## config.mk

```make
export PLATFORM = sky130hd
export DESIGN_NAME = cpu_controller
export DESIGN_NICKNAME = d
export VERILOG_FILES = /design/src/rtl/cpu_controller_pkg.sv /design/src/rtl/cpu_controller_phase_counter.sv /design/src/rtl/cpu_controller.sv
export SDC_FILE = /design/constraint.sdc
export NUM_CORES = 1
export LEC_CHECK = 0
export ABC_AREA = 1
export CAP_MARGIN = 20
export CORE_AREA = 2 2 39 41
export CTS_CLUSTER_SIZE = 25
export DETAILED_ROUTE_END_ITERATION = 6
export DIE_AREA = 0 0 41 43
export MAX_ROUTING_LAYER = met4
export SLEW_MARGIN = 0
export SYNTH_ARGS = -nofsm -noshare
export SYNTH_HDL_FRONTEND = slang
export SYNTH_SLANG_ARGS = --single-unit
```

## constraint.sdc

```tcl
create_clock -name clk -period 1.35 [get_ports clk]
set_clock_uncertainty 0.05 [all_clocks]
set_input_delay 0.27 -clock clk [delete_from_list [all_inputs] [get_ports clk]]
set_output_delay 0.27 -clock clk [all_outputs]
set_load 0.01 [all_outputs]
```

## src/rtl/cpu_controller_pkg.sv

```systemverilog
// Shared types and constants for the accumulator CPU sequencing controller.
package cpu_controller_pkg;

  localparam int unsigned OPCODE_WIDTH = 3;
  localparam int unsigned PHASE_WIDTH  = 3;

  typedef enum logic [OPCODE_WIDTH-1:0] {
    OP_HLT = 3'd0,
    OP_SKZ = 3'd1,
    OP_ADD = 3'd2,
    OP_AND = 3'd3,
    OP_XOR = 3'd4,
    OP_LDA = 3'd5,
    OP_STO = 3'd6,
    OP_JMP = 3'd7
  } opcode_e;

  typedef enum logic [PHASE_WIDTH-1:0] {
    PH_INST_ADDR  = 3'd0,
    PH_INST_FETCH = 3'd1,
    PH_INST_LOAD  = 3'd2,
    PH_IDLE       = 3'd3,
    PH_OP_ADDR    = 3'd4,
    PH_OP_FETCH   = 3'd5,
    PH_ALU_OP     = 3'd6,
    PH_STORE      = 3'd7
  } phase_e;

  typedef enum logic {
    ST_RUN    = 1'b0,
    ST_HALTED = 1'b1
  } ctrl_state_e;

  typedef struct packed {
    logic sel;
    logic rd;
    logic ld_ir;
    logic inc_pc;
    logic ld_pc;
    logic ld_ac;
    logic wr;
    logic data_e;
    logic halt;
  } strobes_t;

  // Unknown opcodes fall to default, so an X opcode never counts as an ALU op.
  function automatic logic is_aluop(input logic [OPCODE_WIDTH-1:0] op);
    logic r;
    case (op)
      OP_ADD, OP_AND, OP_XOR, OP_LDA: r = 1'b1;
      default:                        r = 1'b0;
    endcase
    return r;
  endfunction

endpackage

```

## src/rtl/cpu_controller_phase_counter.sv

```systemverilog
// Wrapping instruction-cycle phase counter with synchronous reset and hold.
module cpu_phase_counter
  import cpu_controller_pkg::*;
(
  input  logic                   clk,
  input  logic                   rst,
  input  logic                   i_hold,
  output logic [PHASE_WIDTH-1:0] o_phase
);

  logic [PHASE_WIDTH-1:0] r_phase;

  always_ff @(posedge clk) begin
    if (rst) begin
      r_phase <= '0;
    end else if (!i_hold) begin
      r_phase <= r_phase + PHASE_WIDTH'(1);
    end
  end

  assign o_phase = r_phase;

endmodule

```

## src/rtl/cpu_controller.sv

```systemverilog
// Sequencing control unit: per-phase strobe decode plus the sticky HALTED state.
module cpu_controller
  import cpu_controller_pkg::*;
(
  input  logic                    clk,
  input  logic                    rst,
  input  logic [OPCODE_WIDTH-1:0] opcode,
  input  logic                    zero,
  output logic                    sel,
  output logic                    rd,
  output logic                    ld_ir,
  output logic                    inc_pc,
  output logic                    ld_pc,
  output logic                    ld_ac,
  output logic                    wr,
  output logic                    data_e,
  output logic                    halt,
  output logic [PHASE_WIDTH-1:0]  phase
);

  ctrl_state_e            r_state;
  ctrl_state_e            w_state_next;
  logic [PHASE_WIDTH-1:0] w_phase;
  logic                   w_hold;
  logic                   w_aluop;
  strobes_t               w_strb;

  cpu_phase_counter u_phase_counter (
    .clk     (clk),
    .rst     (rst),
    .i_hold  (w_hold),
    .o_phase (w_phase)
  );

  always_ff @(posedge clk) begin
    if (rst) begin
      r_state <= ST_RUN;
    end else begin
      r_state <= w_state_next;
    end
  end

  // Next-state and Mealy strobe decode; rst forces every strobe low.
  always_comb begin
    w_state_next = r_state;
    w_hold       = 1'b0;
    w_strb       = '0;
    w_aluop      = is_aluop(opcode);

    case (r_state)
      ST_RUN: begin
        case (w_phase)
          PH_INST_ADDR: begin
            w_strb.sel = 1'b1;
          end
          PH_INST_FETCH: begin
            w_strb.sel = 1'b1;
            w_strb.rd  = 1'b1;
          end
          PH_INST_LOAD, PH_IDLE: begin
            w_strb.sel   = 1'b1;
            w_strb.rd    = 1'b1;
            w_strb.ld_ir = 1'b1;
          end
          PH_OP_ADDR: begin
            // Halting freezes the phase at 4 on the same edge HALTED is entered.
            if (opcode == OP_HLT) begin
              w_strb.halt  = 1'b1;
              w_hold       = 1'b1;
              w_state_next = ST_HALTED;
            end else begin
              w_strb.inc_pc = 1'b1;
            end
          end
          PH_OP_FETCH, PH_ALU_OP, PH_STORE: begin
            w_strb.rd    = w_aluop;
            w_strb.ld_ac = w_aluop && (w_phase == PH_STORE);
            case (opcode)
              OP_SKZ: w_strb.inc_pc = zero && (w_phase == PH_ALU_OP);
              OP_JMP: begin
                w_strb.ld_pc  = (w_phase != PH_OP_FETCH);
                w_strb.inc_pc = (w_phase == PH_STORE);
              end
              OP_STO: begin
                w_strb.data_e = (w_phase != PH_OP_FETCH);
                w_strb.wr     = (w_phase == PH_STORE);
              end
              default: ;
            endcase
          end
          default: ;
        endcase
      end
      ST_HALTED: begin
        w_strb.halt = 1'b1;
        w_hold      = 1'b1;
      end
      default: w_state_next = ST_RUN;
    endcase

    if (rst) begin
      w_strb = '0;
    end
  end

  assign sel    = w_strb.sel;
  assign rd     = w_strb.rd;
  assign ld_ir  = w_strb.ld_ir;
  assign inc_pc = w_strb.inc_pc;
  assign ld_pc  = w_strb.ld_pc;
  assign ld_ac  = w_strb.ld_ac;
  assign wr     = w_strb.wr;
  assign data_e = w_strb.data_e;
  assign halt   = w_strb.halt;
  assign phase  = w_phase;

endmodule

```

==> results of run 1 <==
## worst min-delay path, stage by stage
cell           delay (ps)
dlygate4sd2_1         260
buf_4                 160
a21oi_1                40
## layout by cell type, fill, tap and decap left out, types with 2 or more instances in the layout
cell type and instances:
nor2_4 2, nand2_2 2, dlygate4sd2_1 4, buf_2 10
inv_4 2, inv_2 3, a21oi_1 2, buf_6 2
nand2_1 10, clkbuf_4 3, buf_4 20, nand3_1 4
nand3_2 2, dfxtp_4 2, dfxtp_2 2, nor3_2 2
clkdlybuf4s50_1 2, a21oi_2 4, nor2_1 6, ha_4 4
inv_1 7
## report_power, final
part           internal [mW]  switching, mW
clock                 0.0994         0.0486
sequential             0.133         0.0255
combinational          0.137          0.121
total                  0.369          0.195
## layout make-up
class / count / area [um2]
multi-input combinational: 45 / 369.1
clock buffer: 3 / 22.52
tap: 16 / 20.02
timing repair buffer: 38 / 277.8
fill: 151 / 554.3
sequential: 4 / 90.09
inverter: 12 / 50.05
## worst min path at each step
stage | from | endpoint
after floorplan | rst | r_state
after global placement | r_state | u_phase_counter.o_phase[2]
after detailed placement | r_state | u_phase_counter.o_phase[2]
after CTS | rst | r_state
after global routing | rst | r_state
final | rst | r_state
## cells by family (layout without fill, tap and decap cells)
logic type                 after synthesis  after routing  share of synthesized area (%)
adders and majority gates                5              5                          15.92
AOI/OAI and AO/OA                        9              9                          14.01
DFF                                      4              4                          20.38
buffers and inverters                   12             53                          11.46
and+or+nand+nor                         31             31                          38.22
## sequential cells by signal (all words and copies together), names as in the netlist
signal and cells:
r_state 1, u_phase_counter.o_phase 3
## stage by stage
stage | power, mW | utilization, % | setup TNS, ps | std cells | setup slack [ps]
final | 0.5645 | 59.95 | -2861 | 118 | -387.4
after global routing | 0.6170 | 59.95 | -3789 | 118 | -469.3
after CTS | 0.5480 | 55.33 | -2434 | 116 | -325.7
after detailed placement | 0.3761 | 51.45 | -7065 | 108 | -755.4
after global placement | 0.3749 | 51.45 | -6944 | 108 | -751.9
after floorplan | 0.2440 | - | -36.81 | 61 | -36.81
## routing by layer
layer  global-route usage, %  vias to the layer above  wire [um]
met2                   30.00                       16        698
met5                       -                        -          0
met1                   16.03                      236        477
met3                   3.141                        2         81
met4                   10.00                        0          8
li1                        -                      278          -
## what timing repair did
action | in CTS | in global routing
pin swaps | 8 | 10
resized for setup | 60 | 13
hold buffers | 0 | 0
setup endpoints to repair | 13 | 14
buffers inserted | 5 | 2
==> metrics.cfg, run 1 <==
[critical_path]
cp.arrival_ps = 1420
rr_worst_depth = 9
startpoint = u_phase_counter.o_phase[0]
cpLargestDelayFamily = flip-flops
cp.depth = 7
r2r-start = u_phase_counter.o_phase[1]
crit_path_end_kind = output port
worst-path-buf-inv = 3
critical_path.startpoint_type = register
r2r_end = u_phase_counter.o_phase[2]
path_cells = buf_6, ha_4, inv_2, a21oi_4, nand3_2, nor3_2, buf_2
slowest_stage = dfxtp_4
cp_max_fo = 4
critical-path-max-stage-delay_ps = 380
reg2reg_slack_ps = -90
endpoint = ld_pc
cp_data_required_time_ps = 1030
worstSetupPathType = reg -> out

[routing]
drtIter0Drc = 5
first_pass_iters = 4
ant_nets = 0
via_per_inst = 4.508
drt-total-wl_mm = 1.266
drt-wirelength-per-cell_um = 10.73
drc = 0
via_count = 532

[cts]
numCtsBuffers = 3
clock_latency_ps = 240
cts_tree = done
clock_sinks = 4
cts.htree.levels = 1
cts.path.max_buffers = 2
cts_root_buffer = clkbuf_4
path_clk_slew_ps = 40

[synthesis]
ys_seq_area_share_pct = 20.38
yosys_warnings = 0
yosysTopAreaCellShare_pct = 20.38
yosysMostFrequentCell = nand2_1
syn_area_um2 = 392.9
avgSynthCellArea_um2 = 6.441
synth_edf_count = 0
netlist_instances = 61
synthesis.nets = 72
netlist_top_cells_area = dfxtp_1 (20%), ha_1 (16%), nand2_1 (11%)
synth_cell_types = 16
ys_top_cells_by_count = nand2_1 (12), inv_1 (11), nor2_1 (8), nand3_1 (6)
ys_seq_elements = 4
synthArstFlopShare_pct = 0
synth_largest_area_cell = dfxtp_1
synth-main-ff-cell = dfxtp_1

[timing]
hold_viol = 0
hold_ws_ps = 486.2
fmax_mhz = 575.6
worstMarginPinSlew_ps = 196.4
setup_viol = 12
final-max-slew-violation-count = 0
fin_crit_ps = 1737
final.period_utilization_pct = 128.7
slew_headroom_pct = 86.91
worst_slack_ps = -387.4
rsz0062_at_grt = true

[floorplanning]
die_w_um = 41
num_io_pins = 18
rows = 14
die_area_um2 = 1763
fp.dieH_um = 43
start_util_pct = 28.39
core-area_um2 = 1384

[outcome]
outcome = complete, but fails checks
violations = setup timing

[power_and_ir_drop]
p_leak_nw = 0.4124
peakVddDrop_mv = 0.4796
powerDensity_nw_per_um2 = 680.5

[finish]
drive_gt1_share_pct = 62.75
fin_nets = 115
areaGrowthSynthToFinish_pct = 111.1
diodes = 0
finalInstanceArea_um2 = 829.5

[flow_run]
maxCapViolCount = 0

[place]
portBuffers = 17
place_congestion = 0.6866
dpl_cell_area_um2 = 711.9
hpwlAfterDp_um = 844.3

[min_path]
min_path_cells = 3
holdCritPathClass = in -> reg

[global_route]
grt_pass1_wl_mm = 1.987
grt_max_degree = 7
overflow = 0
first_global_vias = 517
grt_usage_pct = 17.16
antenna_found_initial = 0

Power figures use the tool's default switching activity.
==> run 2: changes to the inputs <==
--- a/config.mk
+++ b/config.mk
@@ -7,11 +7,15 @@
 export LEC_CHECK = 0
 export ABC_AREA = 1
 export CAP_MARGIN = 20
-export CORE_AREA = 2 2 39 41
+export CELL_PAD_IN_SITES_DETAIL_PLACEMENT = 0
+export CELL_PAD_IN_SITES_GLOBAL_PLACEMENT = 1
+export CORE_ASPECT_RATIO = 1.2
+export CORE_UTILIZATION = 23
 export CTS_CLUSTER_SIZE = 25
 export DETAILED_ROUTE_END_ITERATION = 6
-export DIE_AREA = 0 0 41 43
 export MAX_ROUTING_LAYER = met4
+export PLACE_DENSITY_LB_ADDON = 0.1
+export REMOVE_ABC_BUFFERS = 1
 export SLEW_MARGIN = 0
 export SYNTH_ARGS = -nofsm -noshare
 export SYNTH_HDL_FRONTEND = slang
==> metrics.cfg, run 2 (synthesis gave the netlist of run 1 again) <==
[outcome]
outcome = complete, but fails checks
violations = setup timing

[global_route]
grt_max_degree = 7  ; unchanged
antenna_found_initial = 0  ; unchanged
grt_usage_pct = 12.82  ; -4.3 points
overflow = 0  ; unchanged
grt_pass1_wl_mm = 1.559  ; -22%
first_global_vias = 418  ; -19%

[critical_path]
r2r-start = u_phase_counter.o_phase[1]
crit_path_end_kind = output port
critical_path.startpoint_type = register
slowest_stage = dfxtp_4
cp_max_fo = 4  ; unchanged
cp.arrival_ps = 1380  ; -40 ps
path_cells = ha_1, ha_2, nand4_1, nand2_1, nand2_1, a21oi_2, buf_2
path_common_cell = nand2_1
critical-path-max-stage-delay_ps = 360  ; -20 ps
worstSetupPathType = reg -> out
startpoint = u_phase_counter.o_phase[1]
reg2reg_slack_ps = 10  ; +100 ps
rr_worst_depth = 7  ; -2
cp_data_required_time_ps = 1030  ; about the same

[finish]
final_cell_mix = buf_4 (13), nand2_1 (12), buf_2 (8)
areaGrowthSynthToFinish_pct = 102.5
final_common_cell = buf_4
fillers = 183  ; +21%
drive_gt1_share_pct = 54.55  ; -8.2 points
diodes = 0  ; unchanged
fin_nets = 112  ; -2.6%
largest_reg_flops = 3  ; unchanged
finalInstanceArea_um2 = 795.8  ; -4.1%
finalNonFillerCells = 117  ; -0.85%

[floorplanning]
die_w_um = 39.73  ; -3.1%
core-area_um2 = 1622  ; +17%
rows = 16  ; +2
start_util_pct = 24.23  ; -4.2 points
num_io_pins = 18  ; unchanged
fp.dieH_um = 47.28  ; +9.9%
die_area_um2 = 1878  ; +6.5%

[flow_run]
maxCapViolCount = 0  ; unchanged

[power_and_ir_drop]
p_seq_share_pct = 26.7  ; -1.3 points
peakVddDrop_mv = 0.3326  ; -31%
switching_share_pct = 32.18  ; -2.4 points
p_sw_mw = 0.1785  ; -8.7%
power_frac_comb_pct = 47.3  ; +1.5 points
p_int_mw = 0.3761  ; +1.9%
powerDensity_nw_per_um2 = 696.9  ; +2.4%
p_leak_nw = 0.4147  ; +0.56%
clockPowerShare_pct = 26.0  ; -0.2 points

[routing]
drt-wirelength-per-cell_um = 9.675  ; -9.8%
via_per_inst = 4.444  ; -1.4%
ant_nets = 0  ; unchanged
drc = 0  ; unchanged
via_count = 520  ; -2.3%
drt-total-wl_mm = 1.132  ; -11%
first_pass_iters = 4  ; unchanged
drtIter0Drc = 4  ; -1

[min_path]
min_path_cells = 3  ; unchanged
min_from = rst
holdCritPathClass = in -> reg

[place]
dpl_cell_area_um2 = 675.6  ; -5.1%
portBuffers = 17  ; unchanged
hpwlAfterDp_um = 857  ; +1.5%
place_congestion = 0.7283  ; +6.1%
dp.cells = 108  ; unchanged

[cts]
cts_tree = done
cts.htree.levels = 1  ; unchanged
path_clk_slew_ps = 40  ; about the same
clock_sinks = 4  ; unchanged
cts.path.max_buffers = 2  ; unchanged
cts_root_buffer = clkbuf_4
clock_latency_ps = 230  ; about the same
numCtsBuffers = 3  ; unchanged

[timing]
fmax_mhz = 589.4  ; +2.4%
slew_headroom_pct = 87.12  ; +0.21 points
setup_viol = 9  ; -3
final.period_utilization_pct = 125.7  ; -3.0 points
final-max-slew-violation-count = 0  ; unchanged
worstMarginPinSlew_ps = 193.2  ; -3.114 ps
rsz0062_at_grt = true
fin_crit_ps = 1697  ; -40.82 ps
worst_slack_ps = -346.6  ; +40.82 ps
hold_viol = 0  ; unchanged

run 2: cell count changes in the layout (fill, tap and decap cells not counted), moves of 3 or more:
cell / change
a21oi_2: -3
buf_4: -7
ha_4: -3
a21oi_1: +3
buf_6: +5
run 2: path summary, 6_finish.rpt:
check | endpoint
setup reg to reg | u_phase_counter.o_phase[0]
hold reg to reg | u_phase_counter.o_phase[0]
setup / recovery | inc_pc
hold / removal | r_state
run 2: power by group through the flow:
stage / Sequential, mW / Clock, mW / Combinational [mW]
6_report: 0.148 / 0.144 / 0.262
3_5_place_dp: 0.147 / 0 / 0.206
3_3_place_gp: 0.147 / 0 / 0.207
4_1_cts: 0.148 / 0.152 / 0.218
2_1_floorplan: 0.153 / 0 / 0.0780
5_1_grt: 0.151 / 0.156 / 0.287
run 2: area by class of cell:
| class | count | area, um2 | share of cell area (%) |
|---|---|---|---|
| Multi-Input combinational cell | 45 | 325.3 | 40.88 |
| Sequential cell | 4 | 90.09 | 11.32 |
| Clock buffer | 3 | 22.52 | 2.830 |
| Inverter | 12 | 50.05 | 6.289 |
| Timing Repair Buffer | 35 | 285.3 | 35.85 |
| Tap cell | 18 | 22.52 | 2.830 |
run 2: through the flow:
stage / setup TNS (ps) / power, mW / utilization, % / hold slack, ps / setup slack (ps)
2_1_floorplan: -629.0 / 0.2313 / - / 289.1 / -130.5
5_1_grt: -3137 / 0.5935 / 49.07 / 462.9 / -473.5
4_1_cts: -2591 / 0.5172 / 44.37 / 468.4 / -345.1
3_5_place_dp: -7171 / 0.3526 / 41.67 / 577.8 / -746.7
3_3_place_gp: -7269 / 0.3540 / 41.67 / 573.0 / -771.9
6_report: -2339 / 0.5546 / 49.07 / 434.5 / -346.6
run 2: routing by layer:
layer	part of all wire, %	vias to the layer above	GRT usage [%]
met4	1.1	0	10.34
li1	-	275	-
met2	53	16	23.28
met1	39	227	11.61
met3	6.4	2	1.422
met5	0	-	-
run 2: timing repair:
action                                  4_1_cts  5_1_grt
hold buffers                                  0        0
pin swaps                                     7        7
gates resized for setup                      62       16
buffers inserted                              4        2
endpoints found under the setup margin       15       13
gates cloned                                  0        0
run 2: worst max-delay path: cells and delay by family (launching register included):
| family | cells | cell delay, ps |
|---|---|---|
| flip-flops | 1 | 360 |
| adder cells (fa/ha/maj) | 2 | 330 |
| AND/OR/NAND/NOR | 3 | 210 |
| AO/OA/AOI/OAI | 1 | 130 |
| buffers and inverters | 1 | 130 |
